[src/rtl/mem_reinit_pkg.sv]
// Shared types and constants for the RAM write-port reinitialization controller.
package mem_reinit_pkg;

  typedef enum logic [1:0] {
    IDLE,
    FILL,
    DONE
  } reinit_state_t;

  localparam int MEM_ADDR_W = 32;
  localparam int DROPCNT_W  = 16;

  function automatic logic [DROPCNT_W-1:0] sat_inc(input logic [DROPCNT_W-1:0] v);
    return (&v) ? v : v + DROPCNT_W'(1);
  endfunction

endpackage

[src/rtl/mem_reinit_addr_gen.sv]
// Fill address counter: cleared on an accepted start, stepped on each accepted init beat.
module mem_reinit_addr_gen #(
  parameter int DEPTH_MEM = 4096,
  parameter int CNT_W     = $clog2(DEPTH_MEM)
) (
  input  logic             clk,
  input  logic             reset,
  input  logic             clear,
  input  logic             advance,
  output logic [CNT_W-1:0] cnt,
  output logic             last
);

  assign last = (cnt == CNT_W'(DEPTH_MEM - 1));

  // NOTE: sequential state uses non-blocking assignments so every flop samples pre-edge values.
  always_ff @(posedge clk or negedge reset) begin
    if (!reset) begin
      cnt <= '0;
    end else if (clear) begin
      cnt <= '0;
    end else if (advance && !last) begin
      // Holding at the top address keeps the counter from wrapping inside a pass.
      cnt <= cnt + CNT_W'(1);
    end
  end

endmodule

[src/rtl/mem_reinit_ctrl.sv]
// Arbitrates the RAM write port between user writes and a full-image reinit stream.
// Optional MEM_REINIT_DROPCNT_EN adds a saturating count of discarded user writes.
module mem_reinit_ctrl
  import mem_reinit_pkg::*;
#(
  parameter int WID_MEM   = 3,
  parameter int DEPTH_MEM = 4096,
  parameter int ADDR_W    = MEM_ADDR_W
) (
  input  logic               clk,
  input  logic               reset,
  input  logic               start,
  output logic               busy,
  output logic               done,
  input  logic               init_valid,
  output logic               init_ready,
  input  logic [WID_MEM-1:0] init_data,
  input  logic               usr_we,
  input  logic [ADDR_W-1:0]  usr_waddr,
  input  logic [WID_MEM-1:0] usr_din,
  output logic               usr_drop,
  input  logic [ADDR_W-1:0]  usr_raddr,
  output logic               mem_we,
  output logic [ADDR_W-1:0]  mem_waddr,
  output logic [WID_MEM-1:0] mem_din,
  output logic [ADDR_W-1:0]  mem_raddr
`ifdef MEM_REINIT_DROPCNT_EN
  ,
  output logic [DROPCNT_W-1:0] drop_cnt
`endif
);

  localparam int CNT_W = $clog2(DEPTH_MEM);

  reinit_state_t    state, state_nxt;
  logic [CNT_W-1:0] cnt;
  logic             last;
  logic             start_acc;
  logic             beat;
  logic             drop_now;

  assign start_acc  = (state == IDLE) && start;
  assign beat       = (state == FILL) && init_valid;
  assign drop_now   = usr_we && (state != IDLE);
  assign init_ready = (state == FILL);
  assign mem_raddr  = usr_raddr;

  mem_reinit_addr_gen #(
    .DEPTH_MEM (DEPTH_MEM),
    .CNT_W     (CNT_W)
  ) u_addr_gen (
    .clk     (clk),
    .reset   (reset),
    .clear   (start_acc),
    .advance (beat),
    .cnt     (cnt),
    .last    (last)
  );

  // NOTE: the default at the top of the block keeps every path assigned, so no latch is inferred.
  always_comb begin
    state_nxt = state;
    case (state)
      IDLE:    if (start) state_nxt = FILL;
      FILL:    if (beat && last) state_nxt = DONE;
      DONE:    state_nxt = IDLE;
      default: state_nxt = IDLE;
    endcase
  end

  always_ff @(posedge clk or negedge reset) begin
    if (!reset) begin
      state    <= IDLE;
      busy     <= 1'b0;
      done     <= 1'b0;
      usr_drop <= 1'b0;
    end else begin
      state    <= state_nxt;
      busy     <= (state_nxt != IDLE);
      done     <= (state_nxt == DONE);
      usr_drop <= drop_now;
    end
  end

  // Address and data only move on a real write; they hold otherwise to avoid needless toggling.
  always_ff @(posedge clk or negedge reset) begin
    if (!reset) begin
      mem_we    <= 1'b0;
      mem_waddr <= '0;
      mem_din   <= '0;
    end else begin
      mem_we <= 1'b0;
      if (state == IDLE && usr_we) begin
        mem_we    <= 1'b1;
        mem_waddr <= usr_waddr;
        mem_din   <= usr_din;
      end else if (beat) begin
        mem_we    <= 1'b1;
        mem_waddr <= ADDR_W'(cnt);
        mem_din   <= init_data;
      end
    end
  end

`ifdef MEM_REINIT_DROPCNT_EN
  always_ff @(posedge clk or negedge reset) begin
    if (!reset) begin
      drop_cnt <= '0;
    end else if (start_acc) begin
      drop_cnt <= '0;
    end else if (drop_now) begin
      drop_cnt <= sat_inc(drop_cnt);
    end
  end
`endif

endmodule

[config.mk]
export PLATFORM = sky130hd
export DESIGN_NAME = mem_reinit_ctrl
export DESIGN_NICKNAME = d
export VERILOG_FILES = /design/src/rtl/mem_reinit_pkg.sv /design/src/rtl/mem_reinit_addr_gen.sv /design/src/rtl/mem_reinit_ctrl.sv
export SDC_FILE = /design/constraint.sdc
export NUM_CORES = 1
export LEC_CHECK = 0
export ABC_AREA = 1
export CAP_MARGIN = 20
export CORE_MARGIN = 2
export CORE_UTILIZATION = 44
export DETAILED_ROUTE_END_ITERATION = 8
export PLACE_DENSITY = 0.88
export SKIP_CTS_REPAIR_TIMING = 1
export SLEW_MARGIN = 0
export SYNTH_ARGS = -nofsm -noshare
export SYNTH_HDL_FRONTEND = slang
export SYNTH_HIERARCHICAL = 1
export SYNTH_SLANG_ARGS = --single-unit
[constraint.sdc]
create_clock -name clk -period 2 [get_ports clk]
set_input_delay 0.6 -clock clk [delete_from_list [all_inputs] [get_ports clk]]
set_output_delay 0.6 -clock clk [all_outputs]
set_load 0.1 [all_outputs]
Word level (Yosys, flattened, before mapping)

Cells that the tools add are included.

Add/subtract/negate cells: 1
Equality and inequality tests: 3
Mux-type cells: 11
Reductions and logical operators: 12

Operators by type and width:

| operator              | number |
|---|---|
| $mux 32               | 2 |
| $mux 12               | 2 |
| $add 12x1->12 const B | 1 |
| $eq 12x12->1 const B  | 1 |
| $reduce_bool 2->1     | 4 |
| $logic_and 1x1->1     | 6 |
| $mux 3                | 2 |
| $mux 2                | 2 |
| $pmux 2 s2            | 1 |
| $eq 2x1->1 const B    | 1 |
| $eq 2x2->1 const B    | 1 |
| $logic_not 2->1       | 1 |
| $mux 1                | 2 |
| $logic_not 1->1       | 1 |

Flip-flop bits (word level): 53
Input port bits: 75
Output and inout bits: 72
Logic and storage cells: 35

Depth between registers and ports, before layout

Word-level depth: 6
Depth in mapped cells: 8
Depth with buffers taken out: 8

Hierarchy

Netlist, hierarchy kept.

Modules (own cells, without submodules):

| module              | times used | cells an instance | area each (um^2) | sequential area each (um^2) |
|---|---|---|---|---|
| mem_reinit_ctrl     | 1          | 267               | 2,092.0          | 1,026.0 |
| mem_reinit_addr_gen | 1          | 114               | 823.3            | 300.3 |

Worst setup path after synthesis

Ideal clock, no wire load.

Path kind: reg2out
Start point: reg state[1]
End point: out init_ready
Data arrival time: 1,123 ps
Required time: 1,400 ps
Path slack: 277 ps
Cell stages (with the launch flop): 4
Path buffers: 0
Path through: dfrtp_1 inv_1 nand2_1 inv_1

Cells in the longest elaborated chain, start to end: 1

RTL lines:

| what                   | RTL line              | source |
|---|---|---|
| start, declared        | mem_reinit_ctrl.sv:35 | `reinit_state_t state, state_nxt;` |
| start signal, assigned | mem_reinit_ctrl.sv:78 | `state <= state_nxt;` |
| $eq 2x1->1             | mem_reinit_ctrl.sv:45 | `assign init_ready = (state == FILL);` |
| end, declared          | mem_reinit_ctrl.sv:16 | `output logic init_ready,` |

No other way between the ends.

Worst setup path in the final report

Same ends and word-level chain as after synthesis.

==> results.md <==
* Status: complete, no violations
* Vias at 2,552
* Fill count at 489
* Multi-input gate area at 1062 sq um
* Buffers on Ports at 82
* Vias per inst at 4.975
* CP Class: reg -> out
* TNS Setup at 0 ns
* Power Dens Cells at 691.1 nW/um^2
* Drt first pass iters at 4
* Synth top area share at 45.49%
* Arrival @ worst endpoint at 1.18 ns
* Synth top cells by count: nand2_1 (140), dfrtp_1 (53), inv_1 (50)
* FMAX at 0.5632 GHz
* Cell repeated most along the worst path: inv_1
* Cell chain of the critical path: inv_1 > nand2_1 > inv_1 > buf_12
* Root buffer cell: clkbuf_8
* Count leader, synth: nand2_1
* CP bufs+invs at 3
* Top Ports at 147
* Mapped cell area at 2915 sq um
* Net count, final at 511
* Count of state elements after synthesis at 53
* Placeable Area at 6386 sq um
* CP Launch Type: register
* Layout cells sized above 1 at 16.51%
* Post-Syn Instances at 381
* CP peak stage delay at 0.42 ns
* Register area at 1326 sq um
* Max-slew violations at 0
* DRC at 0
* CP required at 1.40 ns
* Netlist cell types at 26
* Die ar. at 7293 sq um
* CTS Sinks at 53
* Leak pwr at 0.002084 uW
* Final Hold Fails at 0
* Initial Util at 45.65%
* Syn Nets at 457
* HPWL after DPL at 5153 um
* Top post-synthesis cells by area: dfrtp_1 (45%), nand2_1 (18%), buf_4 (8.5%)
* Synth async-reset ratio at 100.0%
* Setup-failing EPs final at 0
* Slowest stage cell, crit path: dfrtp_1
* Die Wd at 85.40 um
* Slew @ Worst Pin at 0.3481 ns
* Dominant synthesized flop cell: dfrtp_1
* Maxcap violations at 0
* Antenna violations before repair at 0
* H-Tree Depth at 2
* Syn_area_per_cell at 7.652 sq um
* IR drop worst, VDD at 359.6 uV
* Synth area leader: dfrtp_1
* Gpl congestion at 0.8574
* Rows at 29
* Slew HR at 76.80%
* CP max FO at 3
* Hold crit path type: in -> async
* Critical path endpoint category: primary output
* Min Clock Period, post-route at 1.775 ns
* Routed wire length at 6860 um
* Clk Latency, worst-skew pair at 0.31 ns
* Layout area overhead at 40.30%
* Syn. warnings at 6
* TritonCTS buffer count at 5
* All-Layer GR Usage at 19.65%
* Tcrit/Tclk final at 88.77%
* Die height at 85.40 um
* Largest net degree at the start of global routing at 54
* Grt ovf at 0
* Fin util at 64.05%
* RSZ-0062 raised after global routing: no
* First-pass GRT wire length at 11,610 um
* Hold WS at 0.2578 ns
* Post-DRT Antenna Nets at 0
* Vias in the first global route at 2,659
* 1st-iter DRT viols at 175
* CTS Buffer Depth at 2
* Clock Skews at 0.004876 ns
* Clock-pin slew on the worst setup and hold paths at 0.09 ns
* Seq/Total Area, Yosys at 45.49%
* Wire length per cell at 13.37 um
* Inserted Diodes at 0
* CP delay by family, top: flip-flops
* CTS tree: built
* EDFF count, synth at 0
[logic make-up after synthesis]
kind of cell / after synthesis / synth area share, %
buffers and inverters: 95 / 18.07
AND/OR/NAND/NOR: 220 / 33.52
flip-flops: 53 / 45.49
XOR/XNOR: 2 / 0.6010
AO/OA/AOI/OAI: 10 / 1.888
adder cells (fa/ha/maj): 1 / 0.4291
[per-layer routing]
| metal | up-vias | global-route usage [%] | share of wire, % |
|---|---|---|---|
| met1 | 1200 | 21.45 | 39 |
| met2 | 93 | 35.30 | 52 |
| li1 | 1239 | - | - |
| met3 | 20 | 5.156 | 6.7 |
| met5 | - | 0 | 0 |
| met4 | 0 | 9.235 | 2.3 |
[power breakdown]
group | internal (uW) | switching, uW | leakage, uW
sequential | 1160 | 121 | 0.000699
combinational | 361 | 569 | 0.00134
clock | 249 | 368 | 0.0000445
total | 1770 | 1060 | 0.00208
[state kept, by name, summed over array words and instances (netlist names)]
signal / flops
u_addr_gen/cnt: 12
busy: 1
mem_din: 3
usr_drop: 1
mem_waddr: 32
done: 1
state: 2
mem_we: 1
[worst register-to-register path, stage by stage (launching register included)]
cell and delay [ns]:
dfrtp_1 0.43, ha_1 0.21, nand2_2 0.10, inv_1 0.13, nand3_1 0.13, nor2_1 0.16, inv_1 0.09, nor2_1 0.16
a21oi_1 0.06
[path summary, 6_finish.rpt]
check / start / to / slack (ns) / depth (start not counted)
worst max-delay path: state[1]$_DFF_PN0_ / init_ready / 0.22 / 4
worst min-delay path: reset / mem_waddr[9]$_DFFE_PN0P_ / 0.26 / 2
worst max register to register: u_addr_gen/cnt[1]$_DFFE_PN0P_ / state[0]$_DFF_PN0_ / 0.43 / 8
worst min register to register: mem_waddr[14]$_DFFE_PN0P_ / mem_waddr[14]$_DFFE_PN0P_ / 0.54 / 2
max in group asynchronous: reset / usr_drop$_DFF_PN0_ / 1.49 / 2
min in group clk: mem_waddr[14]$_DFFE_PN0P_ / mem_waddr[14]$_DFFE_PN0P_ / 0.54 / 2
[area by class of cell]
cell class                      count  share of cell area, %
Inverter                           51                  4.742
Sequential cell                    53                  32.43
Timing Repair Buffer               91                  32.30
Clock inverter                      3                 0.5200
Multi-Input combinational cell    233                  25.97
Clock buffer                        5                  1.682
Tap cell                           77                  2.355
[cells in the final DEF (no fill, tap or decap), types with 2 or more instances in the layout]
| cell | synthesis | layout |
|---|---|---|
| inv_1 | 50 | 50 |
| dfrtp_1 | 53 | 53 |
| buf_12 | 0 | 43 |
| nor2_4 | 4 | 4 |
| clkbuf_8 | 0 | 5 |
| nand2_4 | 3 | 3 |
| nor2_1 | 13 | 13 |
| clkdlybuf4s50_1 | 0 | 41 |
| nand2_2 | 2 | 2 |
| nand4_1 | 4 | 4 |
| buf_4 | 33 | 6 |
| o21bai_1 | 2 | 2 |
| nand2_1 | 140 | 140 |
| o21ai_1 | 7 | 7 |
| nand3_1 | 49 | 49 |
| nor2_2 | 2 | 2 |
[stage by stage]
stage	setup slack, ns	power, uW	area, sq um	cells
floorplan	0.2765	2134	2915	381
global placement	0.09808	2208	4000	505
detailed placement	0.06864	2234	4000	505
CTS	0.2091	2849	4090	513
global route	0.1411	2949	4090	513
finish	0.2246	2827	4090	513
No activity file was read; power rests on OpenSTA's default activity.
